`src/rtl/axi_stream_fifo.sv`:
```
// Single-clock first-word-fall-through FIFO with AXI4-Stream valid/ready on both sides.
// Occupancy is tracked by an explicit counter so any depth >= 2 works, not just powers of two.
module axi_stream_fifo #(
   parameter int DATA_WIDTH = 8,
   parameter int FIFO_DEPTH = 16
) (
   input  logic                  clk,
   input  logic                  rst,
   input  logic                  s_tvalid,
   input  logic [DATA_WIDTH-1:0] s_tdata,
   output logic                  s_tready,
   output logic                  m_tvalid,
   output logic [DATA_WIDTH-1:0] m_tdata,
   input  logic                  m_tready
);

   localparam int PTR_W = (FIFO_DEPTH > 1) ? $clog2(FIFO_DEPTH) : 1;
   localparam int CNT_W = $clog2(FIFO_DEPTH + 1);

   localparam logic [PTR_W-1:0] PTR_LAST = PTR_W'(FIFO_DEPTH - 1);
   localparam logic [CNT_W-1:0] CNT_FULL = CNT_W'(FIFO_DEPTH);
   localparam logic [CNT_W-1:0] CNT_ONE  = CNT_W'(1);

   logic [DATA_WIDTH-1:0] mem [FIFO_DEPTH];
   logic [PTR_W-1:0]      wr_ptr;
   logic [PTR_W-1:0]      rd_ptr;
   logic [CNT_W-1:0]      count;

   logic full;
   logic empty;
   logic push;
   logic pop;

   function automatic logic [PTR_W-1:0] ptr_inc(input logic [PTR_W-1:0] p);
      return (p == PTR_LAST) ? '0 : p + PTR_W'(1);
   endfunction

   assign full  = (count == CNT_FULL);
   assign empty = (count == '0);

   // Readiness comes from registered state only, so a full FIFO refuses a push
   // even when a pop happens on the same edge.
   assign s_tready = !full;
   assign m_tvalid = !empty;
   assign m_tdata  = empty ? '0 : mem[rd_ptr];

   assign push = s_tvalid && s_tready;
   assign pop  = m_tvalid && m_tready;

   // Storage is deliberately not reset; reset only makes old entries unreachable.
   always_ff @(posedge clk) begin
      if (push) begin
         mem[wr_ptr] <= s_tdata;
      end
   end

   always_ff @(posedge clk or negedge rst) begin
      if (!rst) begin
         wr_ptr <= '0;
         rd_ptr <= '0;
         count  <= '0;
      end else begin
         if (push) begin
            wr_ptr <= ptr_inc(wr_ptr);
         end
         if (pop) begin
            rd_ptr <= ptr_inc(rd_ptr);
         end
         case ({push, pop})
            2'b10:   count <= count + CNT_ONE;
            2'b01:   count <= count - CNT_ONE;
            default: count <= count;
         endcase
      end
   end

endmodule

```
`config.mk`:
```
export PLATFORM = sky130hd
export DESIGN_NAME = axi_stream_fifo
export DESIGN_NICKNAME = d
export VERILOG_FILES = /design/src/rtl/axi_stream_fifo.sv
export SDC_FILE = /design/constraint.sdc
export NUM_CORES = 1
export LEC_CHECK = 0
export CORE_MARGIN = 5
export CORE_UTILIZATION = 55
export DETAILED_ROUTE_END_ITERATION = 10
export GPL_TIMING_DRIVEN = 0
export HOLD_SLACK_MARGIN = 0.12
export PLACE_DENSITY = 0.73
export SLEW_MARGIN = 15
export SYNTH_ARGS = -nofsm -noshare
export SYNTH_HDL_FRONTEND = slang
export SYNTH_SLANG_ARGS = --single-unit
```
`constraint.sdc`:
```
create_clock -name clk -period 3.3 [get_ports clk]
set_input_delay 0.825 -clock clk [delete_from_list [all_inputs] [get_ports clk]]
set_output_delay 0.825 -clock clk [all_outputs]
set_load 0.02 [all_outputs]
```
==> reports/results.tsv <==
stage	metric	value	unit
setup_path	crit_required	2470	ps
logic_synthesis	yosysTopAreaCellShare	0.6485	
sta	worst_hold_slack	592.2	ps
logic_synthesis	synth_compound_area_frac	0.04349	
outcome	status	finished, final reports clean	
place	dpl_cell_area	6327	µm²
logic_synthesis	synth-simple-area-share	0.04307	
sta	drv_slew	0	
cts	htreeDepth	4	
logic_synthesis	syn_inst	310	
detailed_routing	wl_per_cell	23.50	µm
floorplanning	fp.coreArea	10700	µm²
logic_synthesis	netlist_area	5927	µm²
setup_path	ff2ff_setup_slack	340	ps
sta	worstMarginPinSlew	840.9	ps
detailed_routing	drt-initial-drc-count	391	
logic_synthesis	synth.most_common_cell	edfxtp_1	
sta	report.final.setup_viol	0	
global_routing	grt_start_max_net_pins	17	
logic_synthesis	ys_ff_latch	141	
logic_synthesis	ys_async_sr_fraction	0.09220	
setup_path	end_kind	output pin	
pwr	p_sw_frac	0.3070	
floorplanning	dieWidth	113.8	µm
place	port_buffers	21	
logic_synthesis	ys_seq_area_frac	0.7034	
layout	fill_cells	676	
worst_hold_path	min_path_type	flip-flop to flip-flop	
detailed_routing	wl	12180	µm
sta	slew_headroom	0.4373	
setup_path	start_kind	flip-flop	
job	drv_cap	0	
cts	clock_sinks	141	
floorplanning	die-area	12950	µm²
place	dp_hpwl	7244	µm
floorplanning	fp.dieH	113.8	µm
pwr	leakagePower	0.002428	µW
layout	n_antenna_cell	0	
pwr	pwr-share-clk	0.314	
floorplanning	io_pins	22	
sta	hold_violations	0	
cts	cts_hold_buf	0	
setup_path	r2r_cells	12	
cts	clock_latency	520	ps
logic_synthesis	synth_nets	330	
worst_hold_path	hold_path_end	count[3]$_DFFE_PN0P_	
pwr	peakVddDrop	0.5802	mV
detailed_routing	vias	3094	
setup_path	r2r_end	count[2]$_DFFE_PN0P_	
global_routing	grt-ovfl-total	0	
global_routing	grt_pass1_wl	17640	µm
logic_synthesis	syn_avg_cell_area	19.12	µm²
logic_synthesis	ys_types	40	
sta	rsz0062_at_grt	true	
pwr	switchingPower	2037	µW
logic_synthesis	synth_top_area_cell	edfxtp_1	
logic_synthesis	synth-edff-count	128	
cts	numCtsBuffers	17	
logic_synthesis	synthTopCellsByCount	edfxtp_1, mux4_1, a211oi_1, dfrtp_1, nor2_1	
detailed_routing	firstDrtPassIters	4	
layout	multi_input_area	1642	µm²
detailed_routing	drc	0	
layout	area_growth	20.33	%
worst_hold_path	worst_hold_startpoint	count[3]$_DFFE_PN0P_	
detailed_routing	vias_per_cell	5.973	
sta	post-route-min-period	3285	ps
layout	drive_gt1_frac	0.2989	
floorplanning	num_rows	38	
layout	finalNetCount	385	
global_routing	grt_usage	0.1908	
floorplanning	initial_core_util	0.5540	
cts	clockBufferDepth	2	
layout	fin_area	7132	µm²
setup_path	timing.rr.start	count[1]$_DFFE_PN0P_	
logic_synthesis	synth-main-ff-cell	edfxtp_1	
global_routing	antenna_found_initial	0	
sta	period_share	0.9955	
setup_path	cp_data_arrival_time	2460	ps
detailed_routing	antenna_left	0	
cts	cts_tree	yes	
pwr	power_frac_seq	0.346	
sta	max_freq	304.4	MHz
cts	root_buffer	clkbuf_8	
logic_synthesis	ys_warn_count	0	
logic_synthesis	synth_xor_area_frac	0.01330	
setup_path	path_max_fanout	5	
logic_synthesis	synth_area_leaders	edfxtp_1, mux4_1, dfrtp_1	
global_routing	grt_pass1_vias	3014	
worst_hold_path	min_path_cells	1	
layout	seqCellArea	4170	µm²
setup_path	crit_type	flip-flop to output pin	
place	gp_congestion	0.8283	
logic_synthesis	synth_mux_area_frac	0.1528	
pwr	power.internal	4599	µW
cts	clk_pin_slew	60	ps
pwr	combPwrFrac	0.341	
pwr	powerDensity	930.6	nW/µm²
logic_synthesis	synth_fa_ha_area_frac	0.01689	
pwr	fin_total_pwr	6637	µW
sta	clock_skew	6.760	ps
logic_synthesis	synth_top_family_by_area	multiplexers	
-- layout by cell type, fill, tap and decap left out, drive strengths merged, types with 6 or more instances in the layout --
master / synthesis / final
nor2: 14 / 14
nand2: 8 / 8
clkbuf: 7 / 26
edfxtp: 128 / 128
inv: 6 / 7
o21ai: 6 / 6
buf: 12 / 34
nor3: 6 / 6
nor2b: 9 / 9
mux4: 32 / 32
clkdlybuf4s50: 0 / 13
mux2i: 8 / 8
dfrtp: 13 / 13
bufinv: 0 / 6
a211oi: 17 / 17
ha: 8 / 8
-- worst max path at each step --
| stage | start | to | slack (ps) | cells past startpoint |
|---|---|---|---|---|
| global placement | s_tvalid | count[4]$_DFFE_PN0P_ | -210 | 11 |
| CTS | rd_ptr[0]$_DFFE_PN0P_ | m_tdata[7] | -40 | 6 |
| floorplan | count[1]$_DFFE_PN0P_ | count[4]$_DFFE_PN0P_ | 680 | 11 |
| global route | rd_ptr[1]$_DFFE_PN0P_ | m_tdata[5] | -50 | 7 |
| detailed placement | s_tvalid | count[2]$_DFFE_PN0P_ | -310 | 12 |
| finish | rd_ptr[0]$_DFFE_PN0P_ | m_tdata[5] | 10 | 7 |
-- worst max-delay path: stages (launching register included) --
cell and delay (ps):
dfrtp_2 420, buf_6 150, buf_12 130, mux4_2 520, nor2b_1 170, a211oi_2 230
a211oi_2 110, buf_4 200
-- sequential cells by signal (all words and copies together) (netlist names) --
name and cells:
count 5, wr_ptr 4, rd_ptr 4, mem 128
-- per-stage QoR --
step                std cells  setup WS [ps]  utilization  TNS (ps)
floorplan                 310          679.7            -         0
global placement          471         -214.0       0.5901     -5208
detailed placement        471         -306.8       0.5915     -1757
CTS                       505         -37.04       0.6586    -87.27
global route              518         -47.11       0.6667    -156.9
finish                    518          14.73       0.6667         0
-- power by group through the flow --
stage          clock network, µW  logic, µW  registers, µW
4_1_cts                     2110       2090           2280
2_1_floorplan                  0       1370           2280
5_1_grt                     2190       2410           2310
6_report                    2080       2260           2300
3_3_place_gp                   0       1940           2300
3_5_place_dp                   0       1990           2320
-- metal layers --
metal  up-vias  share of wire  track usage
li1       1364              -            -
met1      1591           0.43       0.2688
met2       121           0.49       0.2921
met3        18          0.062      0.04138
met4         0          0.017      0.08076
met5         -              0            0
-- final cells by class --
type                    count  share of cell area
repair buffers             36             0.04404
clock buffers              18             0.05860
plain buffers              19             0.02088
inverters                   6            0.003158
clock inverters            14             0.03386
flip-flops and latches    141              0.5847
well taps                 140             0.02456
multi-input cells         144              0.2302
-- kinds of logic after synthesis --
kind of cell,Yosys count
xor gates and xnor gates,9
and+or+nand+nor,49
buffers and inverters,25
AOI/OAI and AO/OA,36
muxes,42
DFF,141
adders and majority gates,8
-- timing repair --
item / CTS / global route
buffers inserted: 2 / 11
cloned: 0 / 2
resized for setup: 61 / 19
pin swaps: 6 / 6
endpoints found under the setup margin: 8 / 10
No activity file was read; power rests on OpenSTA's default activity.
